$ cat src/rtl/jtag_cmd_seq.sv
// rtl/jtag_cmd_seq.sv - command sequencer in front of the JTAG shift engine
// Optional statistics outputs are enabled by defining JTAG_CMD_SEQ_STATS_EN.
module jtag_cmd_seq #(
   parameter int DATA_INSTRUCTION = 6,
   parameter int FIFO_DEPTH       = 16,
   parameter int LVL_W            = $clog2(FIFO_DEPTH + 1),
   parameter int TIMEOUT          = 4096
) (
   input  logic             clk,
   input  logic             rst,
   input  logic             cmd_valid,
   output logic             cmd_ready,
   input  logic [1:0]       cmd_type,
   input  logic [7:0]       cmd_len,
   output logic             done,
   output logic [1:0]       err,
   output logic             seq_busy,
   output logic             op,
   output logic             end_op,
   output logic             conf_op,
   output logic [7:0]       len,
   output logic             work,
   input  logic             busy,
   input  logic             empty_instruction,
`ifdef JTAG_CMD_SEQ_STATS_EN
   output logic [15:0]      stat_ok,
   output logic [15:0]      stat_err,
   output logic [15:0]      stat_max_lat,
`endif
   input  logic [LVL_W-1:0] data_level
);

   localparam int CW = $clog2(TIMEOUT + 1);

   typedef enum logic [2:0] {
      S_INIT, S_IDLE, S_CHECK, S_LAUNCH, S_WAIT_HI, S_WAIT_LO, S_DONE
   } state_t;

   state_t          state, state_nx;
   logic [1:0]      type_q;
   logic [7:0]      len_q;
   logic [1:0]      err_q, err_nx;
   logic [CW-1:0]   cnt;
   logic [8:0]      need_bytes;
   logic            len_bad, payload_ok, in_txn, timed_out;

   assign need_bytes = ({1'b0, len_q} + 9'd7) >> 3;
   assign len_bad    = ((type_q == 2'd1 || type_q == 2'd2) && len_q == 8'd0) ||
                       (type_q == 2'd1 && int'(len_q) > 8 * FIFO_DEPTH);
   assign timed_out  = (cnt == CW'(TIMEOUT - 1));

   always_comb begin
      payload_ok = 1'b1;
      case (type_q)
         2'd0:    payload_ok = !empty_instruction;
         2'd1:    payload_ok = int'(data_level) >= int'(need_bytes);
         default: payload_ok = 1'b1;
      endcase
   end

   // cnt equals the number of cycles since the launch cycle, so in S_DONE it is the latency
   always_ff @(posedge clk) begin
      if (rst) begin
         state  <= S_INIT;
         type_q <= 2'd0;
         len_q  <= 8'd0;
         err_q  <= 2'd0;
         cnt    <= '0;
      end else begin
         state <= state_nx;
         err_q <= err_nx;
         if (state == S_IDLE && cmd_valid) begin
            type_q <= cmd_type;
            len_q  <= cmd_len;
         end
         if (state == S_LAUNCH)
            cnt <= CW'(1);
         else if (state == S_WAIT_HI || state == S_WAIT_LO)
            cnt <= cnt + 1'b1;
      end
   end

   always_comb begin
      state_nx = state;
      err_nx   = err_q;
      case (state)
         S_INIT:    if (!busy) state_nx = S_IDLE;
         S_IDLE:    if (cmd_valid) state_nx = S_CHECK;
         S_CHECK: begin
            if (len_bad) begin
               state_nx = S_DONE;
               err_nx   = 2'd1;
            end else if (payload_ok && !busy) begin
               state_nx = S_LAUNCH;
            end
         end
         S_LAUNCH:  state_nx = S_WAIT_HI;
         S_WAIT_HI: begin
            if (timed_out) begin
               state_nx = S_DONE;
               err_nx   = 2'd2;
            end else if (busy) begin
               state_nx = S_WAIT_LO;
            end
         end
         // a falling busy wins over a timeout expiring in the same cycle
         S_WAIT_LO: begin
            if (!busy) begin
               state_nx = S_DONE;
               err_nx   = 2'd0;
            end else if (timed_out) begin
               state_nx = S_DONE;
               err_nx   = 2'd2;
            end
         end
         S_DONE:    state_nx = S_IDLE;
         default:   state_nx = S_INIT;
      endcase
   end

   assign in_txn    = (state == S_LAUNCH) || (state == S_WAIT_HI) || (state == S_WAIT_LO);
   assign cmd_ready = (state == S_IDLE);
   assign seq_busy  = (state == S_CHECK) || in_txn;
   assign done      = (state == S_DONE);
   assign err       = done ? err_q : 2'd0;
   assign work      = (state == S_LAUNCH);
   assign op        = in_txn && (type_q == 2'd1 || type_q == 2'd2);
   assign conf_op   = in_txn && (type_q == 2'd2);
   assign end_op    = in_txn && (type_q == 2'd3);
   assign len       = !in_txn          ? 8'd0 :
                      (type_q == 2'd0) ? 8'(DATA_INSTRUCTION) :
                      (type_q == 2'd3) ? 8'd0 : len_q;

   // the engine samples these fields continuously between work and busy falling
   a_fields_stable: assert property (@(posedge clk) disable iff (rst)
      (state == S_WAIT_HI || state == S_WAIT_LO) |-> ($stable(op) && $stable(conf_op) && $stable(len)));

`ifdef JTAG_CMD_SEQ_STATS_EN
   always_ff @(posedge clk) begin
      if (rst) begin
         stat_ok      <= 16'd0;
         stat_err     <= 16'd0;
         stat_max_lat <= 16'd0;
      end else if (state == S_DONE) begin
         if (err_q == 2'd0) begin
            if (stat_ok != 16'hFFFF) stat_ok <= stat_ok + 16'd1;
         end else begin
            if (stat_err != 16'hFFFF) stat_err <= stat_err + 16'd1;
         end
         if (err_q != 2'd1 && 16'(cnt) > stat_max_lat)
            stat_max_lat <= 16'(cnt);
      end
   end
`endif

endmodule
$ cat config.mk
export PLATFORM = sky130hd
export DESIGN_NAME = jtag_cmd_seq
export DESIGN_NICKNAME = d
export VERILOG_FILES = /design/src/rtl/jtag_cmd_seq.sv
export SDC_FILE = /design/constraint.sdc
export NUM_CORES = 1
export LEC_CHECK = 0
export CAP_MARGIN = 20
export CORE_UTILIZATION = 50
export CTS_CLUSTER_SIZE = 24
export DETAILED_ROUTE_END_ITERATION = 10
export PLACE_DENSITY = 0.77
export SYNTH_ARGS = -nofsm -noshare
export SYNTH_HDL_FRONTEND = slang
export SYNTH_SLANG_ARGS = --single-unit
$ cat constraint.sdc
create_clock -name clk -period 2.6 [get_ports clk]
set_input_delay 0.52 -clock clk [delete_from_list [all_inputs] [get_ports clk]]
set_output_delay 0.52 -clock clk [all_outputs]
set_load 0.01 [all_outputs]
======== After elaboration in Yosys (flattened, before gate mapping) ========
Cells that the tools add are included.
W data, S select, Z words.
cells by class
  multiplexer cells ....................... 20
  reduce and logical (&&, ||, !) cells .... 23
  magnitude comparators ................... 2
  add/sub/neg operators ................... 2
  equality and inequality tests ........... 16
operators with widths
  cell                     number
  $mux W3                  8
  $mux W8                  3
  $pmux W3 S7              1
  $add A13 B1 Y13 const B  1
  $eq A13 B12 Y1 const B   1
  $add A8 B3 Y9 const B    1
  $eq A3 B3 Y1 const B     3
  $ne A3 B3 Y1 const B     3
  $gt A8 B8 Y1 const B     1
  $logic_not A8 Y1         1
  $mux W2                  4
  $logic_and A1 B1 Y1      7
  $eq A3 B2 Y1 const B     2
  $ge A5 B6 Y1             1
  $logic_or A1 B1 Y1       6
  $ne A2 B2 Y1 const B     3
  $pmux W2 S3              1
  $reduce_and A5 Y1        1
  $eq A2 B2 Y1 const B     2
  $eq A3 B1 Y1 const B     1
  $logic_not A3 Y1         1
  $reduce_bool A3 Y1       1
  $eq A2 B1 Y1 const B     1
  $logic_not A1 Y1         2
  other kinds (6)          7
word-level totals
  logic and storage cells ................. 69
  bits in registers ....................... 28
  bits of input ports ..................... 20

======== Longest topological paths before layout ========
  word-level depth ........................ 7
  depth in mapped cells ................... 9
  gate-level depth less buffers ........... 9

======== Worst setup path before layout ========
OpenSTA, ideal clock, no wires.
  path type ............................... flip-flop to flip-flop
  start point ............................. reg len_q[0]
  end point ............................... reg state[0]
  stages on the path, launching flop included .. 10
  path slack .............................. 0.673 ns
  buffers on the path ..................... 0
  arrival ................................. 1.796 ns
  setup time .............................. 0.131 ns
  clock period less this slack ............ 1.927 ns
  cells stage by stage .................... dfxtp_1 > o31a_1 > nand2_1 > xor2_1 > ha_1 > a21o_1 > a31oi_1 > o21ai_0 > a31oi_1 > o221ai_2
between the ends
  longest elaborated chain between the ends .. 6
ends and longest elaborated chain
  what                                RTL line  text
  start: declaration                  41        logic [7:0] len_q;
  start signal: assignment            74        len_q <= cmd_len;
  $add A8 B3 Y9                       47        assign need_bytes = ({1'b0, len_q} + 9'd7) >> 3;
  $ge A5 B6 Y1                        56        2'd1: payload_ok = int'(data_level) >= int'(need_bytes);
  $pmux W1 S2                         54        case (type_q)
  $logic_and A1 B1 Y1                 93        end else if (payload_ok && !busy) begin
  $ne A3 B3 Y1 (no source line)       n/a
  $reduce_and A5 Y1 (no source line)  n/a
  end signal: assignment              70        state <= state_nx;
  end: declaration                    39        state_t state, state_nx;
Parallel ways exist; a longest one is shown, timed or not.
A chain may end at the register's enable or synchronous reset.

======== Final worst setup path ========
  start point ............................. reg state[1]
  end point ............................... out len[2]
between the ends
  longest elaborated chain between the ends .. 4
ends and longest elaborated chain
  what                                          RTL line  text
  $eq A3 B2 Y1 or $eq A3 B3 Y1 (tied branches)  121       assign in_txn = (state == S_LAUNCH) || (state == S_WAIT_HI) || (state == S_WAIT_LO);
  $logic_or A1 B1 Y1                            121
  $logic_or A1 B1 Y1 *                          121
  $mux W8 *                                     130       assign len = !in_txn ? 8'd0 :
  end: declaration                              21        output logic [7:0] len,
Every way passes the cells marked *; elsewhere a longest branch is shown, timed or not.

==> impl_results.md <==
* Top-area cell type share of the netlist area at 0.341
* Warnings from Yosys at 0
* Skew-Pair Late Insertion Delay at 0.33 ns
* Worst-path clk slew at 0.16 ns
* Max-slew violations at 0
* Sw Pwr at 306 uW
* Dominant cell type by area after synthesis: dfxtp_1
* IO Pins at 37
* Fin worst setup slack at 0.121 ns
* Dpl hpwl at 2650 um
* Flop pwr share at 0.464
* Clk pwr share at 0.272
* Power Density at 498 nW/um^2
* Leak Pwr at 0.000815 uW
* Area grow syn2layout at 29.8%
* Initial antenna violation count at 0
* Combinational share of power at 0.264
* Post-layout util at 0.693
* Internal power at 756 uW
* DP Worst Slack at 0.174 ns
* Critical Path RT at 2.08 ns
* HP Class: reg -> reg
* TritonCTS Buffers at 3
* # nets final at 272
* Clk sinks at 28
* Post-Synthesis Cells at 204
* Rel. slew slack at 0.683
* Die area at 3520 sq um
* Setup Viol. Count Final at 0
* Die Span X at 59.3 um
* Rows at 20
* Post-placement cell count at 281
* Clock Skew at 0.00314 ns
* Crit share post-route at 0.954
* GRT overflow at 0
* Drt first pass iters at 4
* Fin. Hold Viols at 0
* Root Driver: clkbuf_4
* First-pass GRT wire length at 5600 um
* Core region area at 3080 sq um
* Overall routing resource usage at 0.209
* Setup crit end kind: primary output
* H-tree depth at 1
* CP arrival at 1.96 ns
* PortBufs at 36
* Status: finished, final reports clean
* DR iter-0 viols at 105
* CTS tree: yes
* Syn nets at 234
* FF+latch count, synth at 28
* Routed Wire Length at 3480 um
* Post-route insts no fill at 285
* Max clock buf depth at 2
* Starting Density at 0.534
* Synth Area per Inst at 8.06 sq um
* Via density at 5.22
* Gpl congestion at 0.813
* Filler instances at 278
* Crit path max fanout at 7
* Vias in the first global route at 1275
* Layout cell share with drive strength beyond 1 at 0.0871
* Post-synth design cell area at 1640 sq um
* Final TNS setup at 0 ns
* Die height at 59.3 um
* Post-route ant nets at 0
* Tot Pwr at 1060 uW
* Tmin final at 2.48 ns
* Via count at 1489
* Seq/Total Area, Yosys at 0.341
* CTS Hold Buffers Added at 0
* Synth area leaders: dfxtp_1 (34%), nand2_1 (8.2%), ha_1 (7.6%)
* Switching part of the total at 0.288
* Antenna Cells at 0
* Maximum VDD drop at 0.383 mV
* Unique masters post-synth at 43
* Maxcap violations at 0
* Largest net degree at the start of global routing at 17
* WS Path Type: reg -> out
* Max Freq at 403 MHz
* WL/cell at 12.2 um
* Worst Tran Pin Value at 0.473 ns
* Startpoint types: register
* DRC violation count after routing at 0
registers in the layout, indices dropped and copies added, names as in the netlist:
register,flops
err_q,2
cnt,13
len_q,8
type_q,2
state,3
routing by layer:
metal,global-route usage,up-vias,routed length [um]
li1,-,775,-
met1,0.301,676,1830
met2,0.326,36,1500
met3,0.0218,2,135
met4,0.0612,0,19
met5,0,-,0
per-stage QoR:
step,hold slack [ns],area [sq um]
4_1_cts,0.489,2110
3_3_place_gp,0.464,2050
3_5_place_dp,0.469,2050
5_1_grt,0.505,2130
2_1_floorplan,0.447,1640
6_report,0.487,2130
worst paths after layout:
kind | start | endpoint | slack (ns) | depth (start not counted)
worst max-delay path | state[1] | len[2] | 0.12 | 5
worst min-delay path | len_q[7] | len_q[7] | 0.49 | 2
worst max register to register | len_q[3] | state[0] | 0.47 | 9
worst min register to register | len_q[7] | len_q[7] | 0.49 | 2
Yosys cell counts:
master     number
and3_1          1
nor2b_2         1
nand3b_1        1
xor2_1         10
or2_1           1
nand4b_1        1
nor2_1         18
nand2_1        36
a21o_1          1
or3_1           1
nor2b_1         3
a31oi_1         2
o22ai_1         1
o221ai_2        1
mux2_2          2
dfxtp_1        28
nor2b_4         1
xnor2_1         5
or4_1           2
a221oi_1        1
and2_1          9
or2_2           1
nor4_1          2
a22o_1          1
buf_2           3
a21boi_0        1
a211oi_2        1
a21oi_1        18
o31a_1          1
a2bb2oi_1       1
o21ai_0         4
nand4_1         5
nand3_1         5
mux2i_1         2
nand2b_4        1
buf_6           1
and4_1          2
nor3_1          4
clkbuf_1        2
nor3b_1         3
inv_1           7
nand2b_1        3
ha_1           10
critical path, cell delays in order, from the launching register on:
cell,delay [ns]
dfxtp_4,0.42
nor2b_4,0.19
a21oi_1,0.13
buf_4,0.20
nor2_1,0.14
clkdlybuf4s50_1,0.55
placed cells by master, fill, tap and decap left out, drive strengths merged, types with 3 or more instances in the layout:
cell           count
nor3               4
nand4              5
dlymetal6s2s       3
a21oi             18
nor3b              3
nand2             36
dfxtp             28
nand3              5
nor2b              5
ha                10
buf                3
nor2              18
o21ai              4
nand2b             4
inv                7
xnor2              5
and2               9
clkdlybuf4s50     33
clkbuf             3
xor2              10
cells by family after synthesis:
family / count (synthesis) / synth area share
buf+inv: 13 / 0.0365
flops: 28 / 0.341
mux: 4 / 0.0259
fa+ha+maj: 10 / 0.0761
simple gates: 101 / 0.315
compound gates: 33 / 0.126
xor+xnor: 15 / 0.0799
power groups by stage:
stage                     sequential (uW)  clock, uW  combinational, uW
final                                 493        289                281
after global routing                  499        312                312
after CTS                             491        297                280
after detailed placement              500          0                275
after global placement                499          0                273
after floorplan                       484          0                193
final cells by class:
class	count	area [sq um]	share of cell area
inverter	7	26.3	0.0123
clock inverter	1	30.0	0.0141
sequential	28	568	0.266
tap	44	55.1	0.0258
timing repair buffer	39	390	0.183
clock buffer	3	22.5	0.0106
multi-input combinational	163	1040	0.488
repair_timing:
action | CTS | global route
buffers inserted | 0 | 0
setup endpoints to repair | 10 | 8
gates resized for setup | 3 | 9
No activity file was read; power rests on OpenSTA's default activity.
